## src/rtl/clock_set_pkg.sv

```systemverilog
// Shared encodings, BCD digit limits and key auto-repeat timing for the clock setting controller.
package clock_set_pkg;

  typedef enum logic [1:0] {
    IDLE      = 2'd0,
    SET_TIME  = 2'd1,
    SET_ALARM = 2'd2
  } state_t;

  typedef enum logic [1:0] {
    HOUR = 2'd0,
    MIN  = 2'd1,
    SEC  = 2'd2
  } field_t;

  localparam logic [3:0] MAX_GE          = 4'd9;
  localparam logic [3:0] MAX_MIN_SHI     = 4'd5;
  localparam logic [3:0] MAX_HOUR_SHI    = 4'd2;
  // Units limit once the tens digit of the hour has reached its maximum (23 wraps).
  localparam logic [3:0] MAX_HOUR_GE_TOP = 4'd3;

  localparam int REPEAT_FIRST_MS = 500;
  localparam int REPEAT_NEXT_MS  = 100;

endpackage

```

## src/rtl/key_debounce.sv

```systemverilog
// One push-button front end: 2-flop synchronizer, stability counter and a one-cycle press strobe.
// The debounced level only changes after DB_CYC consecutive cycles of a differing synchronized level.
module key_debounce #(
  parameter int DB_CYC = 3
) (
  input  logic clk,
  input  logic rst_n,
  input  logic key,
  output logic level,
  output logic press
);

  localparam int CW = (DB_CYC > 1) ? $clog2(DB_CYC) : 1;

  logic [1:0]    sync;
  logic [CW-1:0] cnt;
  logic          level_d;

  always_ff @(posedge clk or negedge rst_n) begin
    if (!rst_n) begin
      sync    <= 2'b11;
      cnt     <= '0;
      level   <= 1'b1;
      level_d <= 1'b1;
      press   <= 1'b0;
    end else begin
      sync    <= {sync[0], key};
      level_d <= level;
      press   <= level_d & ~level;
      if (sync[1] == level) begin
        cnt <= '0;
      end else if (cnt == CW'(DB_CYC - 1)) begin
        cnt   <= '0;
        level <= sync[1];
      end else begin
        cnt <= cnt + 1'b1;
      end
    end
  end

endmodule

```

## src/rtl/clock_set_ctrl.sv

```systemverilog
// Front-panel setting controller: debounced mode/sel/inc keys drive a mode FSM that edits staged
// time and alarm BCD digits. Define KEY_REPEAT_EN to auto-repeat a held inc key.
module clock_set_ctrl
  import clock_set_pkg::*;
#(
  parameter int CLK_FREQ_HZ = 50_000_000,
  parameter int DEBOUNCE_MS = 20
) (
  input  logic       clk,
  input  logic       rst_n,
  input  logic       key_mode,
  input  logic       key_sel,
  input  logic       key_inc,
  output logic       set_time_finish,
  output logic [3:0] set_sec_ge,
  output logic [3:0] set_sec_shi,
  output logic [3:0] set_min_ge,
  output logic [3:0] set_min_shi,
  output logic [3:0] set_hour_ge,
  output logic [3:0] set_hour_shi,
  output logic       clock_en,
  output logic [3:0] clock_min_ge,
  output logic [3:0] clock_min_shi,
  output logic [3:0] clock_hour_ge,
  output logic [3:0] clock_hour_shi,
  output logic [1:0] edit_state,
  output logic [1:0] edit_field
);

  localparam int DB_CYC = CLK_FREQ_HZ / 1000 * DEBOUNCE_MS;

  logic mode_lvl, mode_press, sel_lvl, sel_press, inc_lvl, inc_press;
  logic inc_ev, lvl_unused;

  key_debounce #(.DB_CYC(DB_CYC)) u_mode (.clk(clk), .rst_n(rst_n), .key(key_mode), .level(mode_lvl), .press(mode_press));
  key_debounce #(.DB_CYC(DB_CYC)) u_sel  (.clk(clk), .rst_n(rst_n), .key(key_sel),  .level(sel_lvl),  .press(sel_press));
  key_debounce #(.DB_CYC(DB_CYC)) u_inc  (.clk(clk), .rst_n(rst_n), .key(key_inc),  .level(inc_lvl),  .press(inc_press));

`ifdef KEY_REPEAT_EN
  localparam int RPT_FIRST = CLK_FREQ_HZ / 1000 * REPEAT_FIRST_MS;
  localparam int RPT_NEXT  = CLK_FREQ_HZ / 1000 * REPEAT_NEXT_MS;

  logic [31:0] rpt_cnt;
  logic        rpt_armed;
  logic        rpt_ev;

  always_ff @(posedge clk or negedge rst_n) begin
    if (!rst_n) begin
      rpt_cnt   <= '0;
      rpt_armed <= 1'b0;
      rpt_ev    <= 1'b0;
    end else if (inc_lvl || mode_press || sel_press) begin
      rpt_cnt   <= '0;
      rpt_armed <= 1'b0;
      rpt_ev    <= 1'b0;
    end else if (rpt_cnt == 32'(rpt_armed ? RPT_NEXT - 1 : RPT_FIRST - 1)) begin
      rpt_cnt   <= '0;
      rpt_armed <= 1'b1;
      rpt_ev    <= 1'b1;
    end else begin
      rpt_cnt <= rpt_cnt + 32'd1;
      rpt_ev  <= 1'b0;
    end
  end

  assign inc_ev     = inc_press | rpt_ev;
  assign lvl_unused = &{mode_lvl, sel_lvl};
`else
  assign inc_ev     = inc_press;
  assign lvl_unused = &{mode_lvl, sel_lvl, inc_lvl};
`endif

  // mode outranks sel outranks inc; losers in the same cycle are dropped
  logic ev_mode, ev_sel, ev_inc;
  assign ev_mode = mode_press;
  assign ev_sel  = sel_press & ~mode_press;
  assign ev_inc  = inc_ev & ~mode_press & ~sel_press;

  function automatic logic [7:0] inc_sexa(input logic [7:0] v);
    if (v[3:0] != MAX_GE) return {v[7:4], v[3:0] + 4'd1};
    if (v[7:4] == MAX_MIN_SHI) return 8'h00;
    return {v[7:4] + 4'd1, 4'd0};
  endfunction

  function automatic logic [7:0] inc_hour(input logic [7:0] v);
    if (v == {MAX_HOUR_SHI, MAX_HOUR_GE_TOP}) return 8'h00;
    if (v[3:0] == MAX_GE) return {v[7:4] + 4'd1, 4'd0};
    return {v[7:4], v[3:0] + 4'd1};
  endfunction

  state_t     state;
  field_t     field;
  logic [7:0] t_hour, t_min, t_sec, a_hour, a_min;

  always_ff @(posedge clk or negedge rst_n) begin
    if (!rst_n) begin
      state           <= IDLE;
      field           <= HOUR;
      set_time_finish <= 1'b0;
      clock_en        <= 1'b0;
      t_hour          <= '0;
      t_min           <= '0;
      t_sec           <= '0;
      a_hour          <= '0;
      a_min           <= '0;
    end else begin
      set_time_finish <= 1'b0;
      case (state)
        IDLE: begin
          if (ev_mode) begin
            state <= SET_TIME;
            field <= HOUR;
          end else if (ev_sel) begin
            clock_en <= ~clock_en;
          end
        end
        SET_TIME: begin
          if (ev_mode) begin
            state           <= SET_ALARM;
            field           <= HOUR;
            set_time_finish <= 1'b1;
          end else if (ev_sel) begin
            field <= (field == HOUR) ? MIN : ((field == MIN) ? SEC : HOUR);
          end else if (ev_inc) begin
            case (field)
              HOUR:    t_hour <= inc_hour(t_hour);
              MIN:     t_min  <= inc_sexa(t_min);
              default: t_sec  <= inc_sexa(t_sec);
            endcase
          end
        end
        SET_ALARM: begin
          if (ev_mode) begin
            state <= IDLE;
            field <= HOUR;
          end else if (ev_sel) begin
            field <= (field == HOUR) ? MIN : HOUR;
          end else if (ev_inc) begin
            if (field == HOUR) a_hour <= inc_hour(a_hour);
            else               a_min  <= inc_sexa(a_min);
          end
        end
        default: begin
          state <= IDLE;
          field <= HOUR;
        end
      endcase
    end
  end

  assign {set_hour_shi, set_hour_ge}     = t_hour;
  assign {set_min_shi, set_min_ge}       = t_min;
  assign {set_sec_shi, set_sec_ge}       = t_sec;
  assign {clock_hour_shi, clock_hour_ge} = a_hour;
  assign {clock_min_shi, clock_min_ge}   = a_min;
  assign edit_state = state;
  assign edit_field = field;

endmodule

```

## config.mk

```make
export PLATFORM = sky130hd
export DESIGN_NAME = clock_set_ctrl
export DESIGN_NICKNAME = d
export VERILOG_FILES = /design/src/rtl/clock_set_pkg.sv /design/src/rtl/key_debounce.sv /design/src/rtl/clock_set_ctrl.sv
export SDC_FILE = /design/constraint.sdc
export NUM_CORES = 1
export LEC_CHECK = 0
export CORE_AREA = 5 5 151 153
export CTS_CLUSTER_DIAMETER = 100
export DETAILED_ROUTE_END_ITERATION = 8
export DIE_AREA = 0 0 156 158
export HOLD_SLACK_MARGIN = 0.03
export PLACE_DENSITY_LB_ADDON = 0.3
export SYNTH_ARGS = -nofsm -noshare
export SYNTH_HDL_FRONTEND = slang
export SYNTH_HIERARCHICAL = 1
export SYNTH_SLANG_ARGS = --single-unit
```

## constraint.sdc

```tcl
create_clock -name clk -period 2.2 [get_ports clk]
set_clock_uncertainty 0.15 [all_clocks]
set_input_delay 0.44 -clock clk [delete_from_list [all_inputs] [get_ports clk]]
set_output_delay 0.44 -clock clk [all_outputs]
set_load 0.02 [all_outputs]
```

==> implementation parameters, run 1 <==
Parameter                              Value

Routing
  Number of DRC markers after the initial detailed-route iteration ... 154
  DRC violation count after routing ... 0
  Total wirelength of the detailed-routed design ... around 13000 um
  Post-detailed-route via-to-cell ratio ... roughly 4.8
  Final ANT Viol Nets ... 0
  Vias ... about 4600
  TritonRoute pass-1 iters ... 4
  WL/cell ... roughly 14 um

Clock tree
  Clock network latency to the later pin of the worst-skew pair ... between 0.4 and 0.5 ns
  Buffer count from post-CTS setup fixing ... 0
  Maximum clock insertion buffer count ... 2
  Htree depth ... 4
  CTS sink count ... 121
  Clock transition time at the flip-flop clock pins of the worst setup and hold paths ... 0.06 ns
  CTS tree ... done
  Buffer type at the clock tree root ... clkbuf_16
  TritonCTS buffer count ... 17

Timing
  Period minus WS final ... roughly 2.1 ns
  Hold Violations, Final ... 0
  Remaining max-slew budget at the tightest pin ... 62.64%
  Fin crit share ... 96.41%
  Post-route setup TNS ... 0 ns
  Maximum clock frequency ... roughly 470 MHz
  Setup Viol. Count Final ... 0
  Slew Viols, Final ... 0
  Transition time at the pin with the least slew margin ... around 0.55 ns

Layout
  Antenna diode count ... 0
  Area Growth Syn to Fin ... 25.71%
  Post-layout net count ... between 600 and 700
  Layout Utilization ... a little under two fifths
  Fraction of final layout cells sized beyond drive strength 1 ... between 10% and 20%
  Number of fill cells in the layout ... about 2100

Setup path
  Arrival time at the worst endpoint ... 1.53 ns
  Crit path buffers/inverters ... 1
  Depth of the most critical reg-to-reg path ... 5
  Critical path cell sequence ... clkdlybuf4s50_1
  Worst R2R Start ... edit_state[1]$_DFFE_PN0P_
  Kind of end point of the critical path ... primary output
  Worst-path fanout max ... 8
  WP data required ... 1.61 ns
  R2R setup slack ... approximately 0.15 ns
  Category of the most critical setup path ... reg2out
  Delay contributed by the slowest stage of the critical path ... around 0.65 ns
  Slowest stage cell, crit path ... clkdlybuf4s50_1
  Type of origin of the critical path ... flop
  Gate family responsible for the most delay along the worst path ... buffers and inverters
  Critical R2R Capture ... t_min[5]$_DFFE_PN0P_

Die
  Starting utilization of the core area ... 29.17%
  Number of placement rows ... 54
  Number of top-level pins ... 51
  Height of the die ... about 160 um
  Core ar. ... between 0.02 and 0.025 mm^2
  Die width ... ~160 um
  Die area ... 0.02465 mm^2

Global routing
  Total routing usage reported by global routing ... between 10% and 20%
  Number of antenna violations at the first check in global routing ... 0
  Overflow after GRT ... 0
  Vias in the first global route ... between 4000 and 5000
  Maximum number of pins on one net before global-route repair ... 42
  First-pass GRT wire length ... approximately 23000 um

Yosys
  Number of different library cells in the post-synthesis netlist ... between 60 and 70
  Synth top area share ... 43.65%
  Proportion of synthesized flip-flops having asynchronous set or reset ... between 90% and 100%
  Leading register cell type out of synthesis ... dfrtp_1
  Mean post-synth cell area ... about 11 um^2
  Area of the mapped netlist ... between 0.006 and 0.007 mm^2
  Number of cells produced by synthesis ... a little under 600
  Number of nets produced by synthesis ... ~620
  Synth warn ... 6
  Most frequent cell after synthesis ... dfrtp_1
  Sequential fraction of the synthesis area ... around 49%
  Dominant cells by area after synthesis ... dfrtp_1 (44%), xnor2_1 (5.3%), dfstp_2 (5.0%)
  Number of enable flip-flop cells after synthesis ... 0
  Most numerous cell types in the synthesized netlist ... dfrtp_1 (109), nor2_1 (70), xnor2_1 (38)
  Post-synthesis sequential element count ... approximately 120
  Cell accounting for the most synthesized area ... dfrtp_1

Hold path
  Hold Path Stages ... 0
  Startpoint of the worst hold path ... u_mode/sync[0]$_DFF_PN1_
  Endpoint with the worst hold slack ... u_mode/sync[1]$_DFF_PN1_
  Hold Crit Class ... reg2reg

Power and ir drop
  Maximum vdd drop ... roughly 0.0005 V
  Total power ... 0.005388 W
  Power density relative to cell area ... 685.9 mW/mm^2
  Leakage component of the power ... roughly 3.3 nW

Placed design
  Buffers on Ports ... 50
  Final weighted congestion in routability-driven placement ... 0.7576
  Final HPWL DP ... roughly 9200 um

Job
  Max capacitance violation total ... 0

Outcome
  Run status ... finished, final reports clean
## layout by cell type, fill, tap and decap left out, types with 11 or more instances in the layout
cell type and instances:
ha_1 21, clkbuf_16 17, xor2_1 19, nand4_1 16, nor2_1 70, dfrtp_1 109
nor3_1 15, nand2_1 27, nor2b_1 11, nand3_1 27, xnor2_1 38, o21ai_0 16
clkdlybuf4s50_1 42, buf_4 19, nor4_1 18, mux2_2 16, o31ai_1 11, a21oi_1 12
dfstp_2 12, inv_1 28
## routing by layer
metal / vias up / share of wire (%) / track usage, %
li1: 2285 / - / -
met2: 70 / 44 / 17.51
met3: 18 / 4.8 / 3.390
met4: 0 / 1.7 / 4.877
met5: - / 0 / 0
met1: 2206 / 49 / 15.22
## per-stage QoR
step / std cells / worst slack [ns] / area (um^2) / hold slack (ns)
after floorplan: 589 / 0.2546 / 6248 / -0.005591
after global placement: 928 / 0.2062 / 7183 / 0.1963
after detailed placement: 928 / 0.1561 / 7183 / 0.1968
after CTS: 961 / 0.009681 / 7833 / 0.2053
after global routing: 961 / -0.008441 / 7855 / 0.2102
final: 961 / 0.07896 / 7855 / 0.2049
## power breakdown
| group | total, W | switching (W) | internal, W |
|---|---|---|---|
| Combinational | 0.000116 | 0.0000763 | 0.0000393 |
| Clock | 0.00300 | 0.00102 | 0.00198 |
| Sequential | 0.00227 | 0.0000184 | 0.00225 |
## layout make-up
class | instances | area [um^2] | share of cell area [%]
tap | 280 | 350.3 | 4.460
multi-input combinational | 429 | 3017 | 38.40
sequential | 121 | 3043 | 38.74
clock inverter | 11 | 168.9 | 2.150
timing repair buffer | 71 | 700.7 | 8.920
clock buffer | 21 | 470.5 | 5.989
inverter | 28 | 105.1 | 1.338
## worst max path at each step
stage          depth (start not counted)                       from              endpoint
2_1_floorplan                          3       t_sec[1]$_DFFE_PN0P_  t_sec[4]$_DFFE_PN0P_
3_3_place_gp                           5  edit_state[1]$_DFFE_PN0P_  t_min[4]$_DFFE_PN0P_
3_5_place_dp                           5  edit_state[1]$_DFFE_PN0P_  t_min[5]$_DFFE_PN0P_
4_1_cts                                1       t_min[0]$_DFFE_PN0P_         set_min_ge[0]
5_1_grt                                5  edit_state[1]$_DFFE_PN0P_  t_min[5]$_DFFE_PN0P_
6_report                               1       a_min[1]$_DFFE_PN0P_       clock_min_ge[1]
## sequential cells by signal, summed over array words and instances (netlist names), 2 cells and up
name,count
a_min,8
u_inc/sync,2
u_sel/sync,2
t_hour,8
u_sel/cnt,20
t_min,8
edit_field,2
edit_state,2
u_mode/sync,2
u_mode/cnt,20
u_inc/cnt,20
t_sec,8
a_hour,8
## repair_timing
item,4_1_cts,5_1_grt
resized for setup,0,8
setup endpoints to repair,0,8
hold buffers,1,0
hold endpoints to repair,25,0
## logic make-up after synthesis
kind of cell               synth area share [%]
DFF                                       48.70
muxes                                     3.684
AOI/OAI and AO/OA                         7.850
xor gates and xnor gates                  7.990
buffers and inverters                     3.104
adders and majority gates                 4.205
and+or+nand+nor                           24.47
Power figures use the tool's default switching activity.
==> run 2: changes to the inputs <==
clock period = 2.1 ns   (was 2.2 ns; I/O delays follow)
==> run 2 against run 1 <==
Compared with the run above:
- non-clock buffer count grew 14
- die area is the same
- sequential share of layout area shrank 0.37 points
- core utilization grew 0.35 points
- register-to-register slack is essentially flat
- largest cell class unchanged
==> implementation parameters, run 2 (same netlist as run 1, synthesis figures left out) <==
Parameter                              Value

Routing
  Vias ... 4637 (+1.3%)
  TritonRoute pass-1 iters ... 5 (+1)
  DRC violation count after routing ... 0 (unchanged)
  Total wirelength of the detailed-routed design ... 13130 um (-0.86%)
  Number of DRC markers after the initial detailed-route iteration ... 175 (+14%)
  Final ANT Viol Nets ... 0 (unchanged)
  WL/cell ... 13.46 um (-2.3%)
  Post-detailed-route via-to-cell ratio ... 4.756 (-0.19%)

Die
  Number of top-level pins ... 51 (unchanged)
  Die width ... 156 um (unchanged)
  Starting utilization of the core area ... 29.17% (unchanged)
  Die area ... 0.02465 mm^2 (unchanged)
  Height of the die ... 158 um (unchanged)
  Number of placement rows ... 54 (unchanged)
  Core ar. ... 0.02142 mm^2 (unchanged)

Layout
  Commonest cells after routing, fill and taps aside ... dfrtp_1 (109), nor2_1 (70), xnor2_1 (38), buf_4 (32), inv_1 (28)
  Post-layout net count ... 708 (+2.0%)
  Area Growth Syn to Fin ... 26.91%
  Biggest registers after layout ... u_inc/cnt (20), u_mode/cnt (20), u_sel/cnt (20)
  Antenna diode count ... 0 (unchanged)
  Fraction of final layout cells sized beyond drive strength 1 ... 15.83% (+1.4 points)
  Commonest non-fill, non-tap cell in the layout ... dfrtp_1
  Layout Utilization ... 37.03% (+0.35 points)
  Number of fill cells in the layout ... 2109 (-0.80%)

Placed design
  Buffers on Ports ... 50 (unchanged)
  Final HPWL DP ... 9443 um (+2.1%)
  Final weighted congestion in routability-driven placement ... 0.7696 (+1.6%)

Setup path
  Kind of end point of the critical path ... primary output
  Category of the most critical setup path ... reg2out
  Type of origin of the critical path ... flop
  Slowest stage cell, crit path ... clkdlybuf4s50_1
  Gate family responsible for the most delay along the worst path ... buffers and inverters
  Worst-path fanout max ... 5 (-3)
  Delay contributed by the slowest stage of the critical path ... 0.64 ns (about the same)
  Crit path buffers/inverters ... 1 (unchanged)
  Arrival time at the worst endpoint ... 1.47 ns (-0.06 ns)
  WP data required ... 1.53 ns (-0.08 ns)
  Critical path cell sequence ... clkdlybuf4s50_1

Timing
  Slew Viols, Final ... 0 (unchanged)
  Maximum clock frequency ... slightly below 500 MHz
  Hold Violations, Final ... 0 (unchanged)
  Period minus WS final ... between 2 and 2.5 ns
  Setup repair after global routing missed its margin ... false
  Fin crit share ... 97.04%
  Post-route setup TNS ... 0 ns (unchanged)
  Transition time at the pin with the least slew margin ... 0.6343 ns (+0.08133 ns)
  Setup Viol. Count Final ... 0 (unchanged)
  Remaining max-slew budget at the tightest pin ... 57.14% (-5.5 points)

Outcome
  Run status ... finished, final reports clean

Power and ir drop
  Leakage component of the power ... 3.650 nW (+9.5%)
  Power density relative to cell area ... 682.2 mW/mm^2 (-0.54%)
  Maximum vdd drop ... 0.0004780 V (-5.6%)

Global routing
  Number of antenna violations at the first check in global routing ... 0 (unchanged)
  Overflow after GRT ... 0 (unchanged)
  Total routing usage reported by global routing ... 11.28% (-0.21 points)
  First-pass GRT wire length ... 22650 um (-1.1%)
  Maximum number of pins on one net before global-route repair ... 31 (-26%)
  Vias in the first global route ... 4509 (+1.1%)

Clock tree
  Clock network latency to the later pin of the worst-skew pair ... 0.42 ns (about the same)
  Buffer type at the clock tree root ... clkbuf_16
  Clock transition time at the flip-flop clock pins of the worst setup and hold paths ... 0.05 ns (about the same)
  Buffer count from post-CTS setup fixing ... 0 (unchanged)
  CTS sink count ... 121 (unchanged)
  Htree depth ... 4 (unchanged)
  Maximum clock insertion buffer count ... 2 (unchanged)
  CTS tree ... done
  TritonCTS buffer count ... 17 (unchanged)

Hold path
  Hold Crit Class ... reg2reg

Job
  Max capacitance violation total ... 0 (unchanged)
run 2: final cells by class:
type                    instances  area (um^2)  share of cell area (%)
well taps                     280        350.3                   4.418
clock buffers                  25        505.5                   6.374
clock inverters                 7        88.84                   1.120
repair buffers                 85        820.8                   10.35
multi-input cells             429         3017                   38.04
inverters                      28        105.1                   1.325
flip-flops and latches        121         3043                   38.37
run 2: repair_timing:
action | in CTS | in global routing
pin swaps | 0 | 0
hold buffers | 1 | 0
endpoints found under the setup margin | 16 | 18
gates resized for setup | 16 | 17
hold endpoints to repair | 19 | 0
run 2: path summary, 6_finish.rpt:
| check | startpoint | endpoint | slack [ns] | cells past startpoint |
|---|---|---|---|---|
| worst max-delay path | t_hour[1]$_DFFE_PN0P_ | set_hour_ge[1] | 0.06 | 1 |
| worst min-delay path | u_mode/sync[0]$_DFF_PN1_ | u_mode/sync[1]$_DFF_PN1_ | 0.20 | 0 |
| worst max register to register | edit_state[1]$_DFFE_PN0P_ | t_sec[5]$_DFFE_PN0P_ | 0.14 | 5 |
| worst min register to register | u_mode/sync[0]$_DFF_PN1_ | u_mode/sync[1]$_DFF_PN1_ | 0.20 | 0 |
| max in group asynchronous | rst_n | u_mode/sync[0]$_DFF_PN1_ | 0.80 | 3 |
| min in group asynchronous | rst_n | a_min[6]$_DFFE_PN0P_ | 0.35 | 2 |
run 2: through the flow:
step                hold WS (ns)  setup WS (ns)  total power (W)  cells  cell area [um^2]
global placement          0.1962         0.1517         0.002547    942              7301
finish                    0.2036        0.06219         0.005410    975              7930
floorplan               -0.02559         0.1546         0.002457    589              6248
detailed placement        0.1972        0.09532         0.002548    942              7301
CTS                       0.2041       0.002041         0.005500    975              7885
global route              0.2102        0.01810         0.005614    975              7930
run 2: per-layer routing:
metal / global-route usage, % / routed length, um
met1: 15.74 / 6615
met2: 16.96 / 5818
met3: 2.952 / 585
met4: 3.918 / 106
met5: 0 / 0
run 2: power by group:
group | total, W | switching, W | internal (W)
registers | 0.00238 | 0.0000189 | 0.00236
clock network | 0.00291 | 0.00101 | 0.00190
logic | 0.000126 | 0.0000814 | 0.0000448
total | 0.00541 | 0.00111 | 0.00430
==> run 3: changes to the inputs <==
CORE_AREA = 2 2 148 150   (was 5 5 151 153)
DIE_AREA = 0 0 150 152   (was 0 0 156 158)
TNS_END_PERCENT = 50   (was unset)
==> run 3 against run 2 <==
Compared with the run above:
- sequential power barely moved
- register-to-register slack got worse by 0.05 ns
- sequential share of layout area rose by 0.19 points
- via count barely moved
- worst hold slack improved by 0.0015 ns
- combinational power fell by 6%
- critical endpoint is now set_min_shi[2]
- largest cell class unchanged
- largest power group unchanged
==> implementation parameters, run 3 (same netlist as run 1, synthesis figures left out) <==
Parameter                              Value

Timing
  Transition time at the pin with the least slew margin ... 0.4640 ns (-0.1703 ns)
  Post-route setup TNS ... 0 ns (unchanged)
  Slew Viols, Final ... 0 (unchanged)
  Remaining max-slew budget at the tightest pin ... 69.07% (+12 points)
  Post-Route Hold Slack ... 0.2051 ns (+0.001504 ns)
  Period minus WS final ... 2.044 ns (+0.005859 ns)
  Hold Violations, Final ... 0 (unchanged)
  Worst path setup slack after routing ... 0.05633 ns (-0.005859 ns)
  Setup Viol. Count Final ... 0 (unchanged)
  Fin crit share ... 97.32% (+0.28 points)
  Maximum clock frequency ... 489.3 MHz (-0.29%)

Die
  Number of placement rows ... 54 (unchanged)
  Starting utilization of the core area ... 29.27% (+0.092 points)
  Height of the die ... 152 um (-3.8%)
  Number of top-level pins ... 51 (unchanged)
  Die area ... 0.02280 mm^2 (-7.5%)
  Die width ... 150 um (-3.8%)
  Core ar. ... 0.02135 mm^2 (-0.32%)

Global routing
  Number of antenna violations at the first check in global routing ... 0 (unchanged)
  Vias in the first global route ... 4480 (-0.64%)
  Maximum number of pins on one net before global-route repair ... 54 (+74%)
  Total routing usage reported by global routing ... 11.75% (+0.48 points)
  First-pass GRT wire length ... 21870 um (-3.4%)
  Overflow after GRT ... 0 (unchanged)

Layout
  Non-filler cells, final ... 975 (unchanged)
  Commonest non-fill, non-tap cell in the layout ... dfrtp_1
  Area Growth Syn to Fin ... 26.29%
  Biggest registers after layout ... u_inc/cnt (20), u_mode/cnt (20), u_sel/cnt (20)
  Commonest cells after routing, fill and taps aside ... dfrtp_1 (109), nor2_1 (70), xnor2_1 (38), buf_4 (34), inv_1 (28)
  Post-layout net count ... 709 (+0.14%)
  Fraction of final layout cells sized beyond drive strength 1 ... 16.12% (+0.29 points)
  Antenna diode count ... 0 (unchanged)

Power and ir drop
  Power density relative to cell area ... 665.3 mW/mm^2 (-2.5%)
  Leakage component of the power ... 3.573 nW (-2.1%)
  Maximum vdd drop ... 0.0005082 V (+6.3%)

Routing
  Total wirelength of the detailed-routed design ... 12680 um (-3.4%)
  WL/cell ... 13.01 um (-3.4%)
  Vias ... 4635 (-0.043%)
  Number of DRC markers after the initial detailed-route iteration ... 177 (+1.1%)
  TritonRoute pass-1 iters ... 6 (+1)
  DRC violation count after routing ... 0 (unchanged)
  Post-detailed-route via-to-cell ratio ... 4.754 (about the same)
  Final ANT Viol Nets ... 0 (unchanged)

Setup path
  Gate family responsible for the most delay along the worst path ... buffers and inverters
  Type of origin of the critical path ... flop
  WP data required ... 1.53 ns (about the same)
  Worst-path fanout max ... 6 (+1)
  Category of the most critical setup path ... reg2out
  Slowest stage cell, crit path ... clkdlybuf4s50_1
  Critical path cell sequence ... clkdlybuf4s50_1
  Kind of end point of the critical path ... primary output
  Crit path buffers/inverters ... 1 (unchanged)
  Delay contributed by the slowest stage of the critical path ... 0.63 ns (about the same)
  Arrival time at the worst endpoint ... 1.47 ns (about the same)

Clock tree
  CTS sink count ... 121 (unchanged)
  Maximum clock insertion buffer count ... 2 (unchanged)
  CTS tree ... done
  Clock transition time at the flip-flop clock pins of the worst setup and hold paths ... 0.05 ns (about the same)
  Clock network latency to the later pin of the worst-skew pair ... 0.41 ns (about the same)
  TritonCTS buffer count ... 17 (unchanged)
  Buffer count from post-CTS setup fixing ... 0 (unchanged)
  Htree depth ... 4 (unchanged)
  Buffer type at the clock tree root ... clkbuf_16

Placed design
  Worst setup slack after placement ... 0.09860 ns (+0.003271 ns)
  Number of cells in the design after placement ... 943 (+0.11%)
  Final HPWL DP ... 8928 um (-5.5%)
  Buffers on Ports ... 50 (unchanged)
  Final weighted congestion in routability-driven placement ... 0.7255 (-5.7%)

Hold path
  Hold Crit Class ... reg2reg

Outcome
  Run status ... finished, final reports clean

Job
  Max capacitance violation total ... 0 (unchanged)
[run 3: cell types whose count changed in the layout (fill, tap and decap cells not counted), sizes merged]
| cell | delta |
|---|---|
| clkbuf | -4 |
| dlymetal6s2s | -2 |
| clkdlybuf4s50 | +6 |
| clkinv | +2 |
| dlygate4sd2 | -4 |
| clkinvlp | +1 |
| buf | +1 |
[run 3: per-layer routing]
metal | wire (um) | up-vias | global-route usage (%)
met3 | 522 | 8 | 3.604
met2 | 5688 | 69 | 17.59
li1 | - | 2321 | -
met1 | 6350 | 2237 | 15.99
met5 | 0 | - | 0
met4 | 123 | 0 | 4.268
[run 3: worst paths after layout]
path	start	to	slack [ns]	cells past startpoint
min in group asynchronous	rst_n	t_hour[3]$_DFFE_PN0P_	0.27	2
min	u_mode/sync[0]$_DFF_PN1_	u_mode/sync[1]$_DFF_PN1_	0.21	0
max reg2reg	edit_state[1]$_DFFE_PN0P_	t_sec[7]$_DFFE_PN0P_	0.09	5
max in group asynchronous	rst_n	u_sel/sync[0]$_DFF_PN1_	0.91	3
max	t_min[6]$_DFFE_PN0P_	set_min_shi[2]	0.06	1
min reg2reg	u_mode/sync[0]$_DFF_PN1_	u_mode/sync[1]$_DFF_PN1_	0.21	0
[run 3: timing repair]
item / in CTS / in global routing
pin swaps: 0 / 0
hold buffers: 1 / 0
gates resized for setup: 12 / 17
endpoints found under the setup margin: 12 / 17
gates cloned: 0 / 0
hold endpoints to repair: 15 / 0
[run 3: through the flow]
| stage | utilization, % | instance area, um^2 | total power, W |
|---|---|---|---|
| after floorplan | - | 6248 | 0.002457 |
| after global placement | 34.17 | 7296 | 0.002541 |
| after detailed placement | 34.17 | 7296 | 0.002542 |
| after CTS | 36.74 | 7844 | 0.005354 |
| after global routing | 36.96 | 7891 | 0.005466 |
| final | 36.96 | 7891 | 0.005250 |
[run 3: layout make-up]
cell class              count  area, um^2
multi-input cells         429        3024
inverters                  28       105.1
clock buffers              21       450.4
repair buffers             86       815.8
fillers                  2164       13460
flip-flops and latches    121        3043
well taps                 280       350.3
clock inverters            10       102.6
[run 3: power by group]
part           switching (W)  internal [W]
Combinational      0.0000799     0.0000390
Clock                0.00100       0.00175
Sequential         0.0000187       0.00236
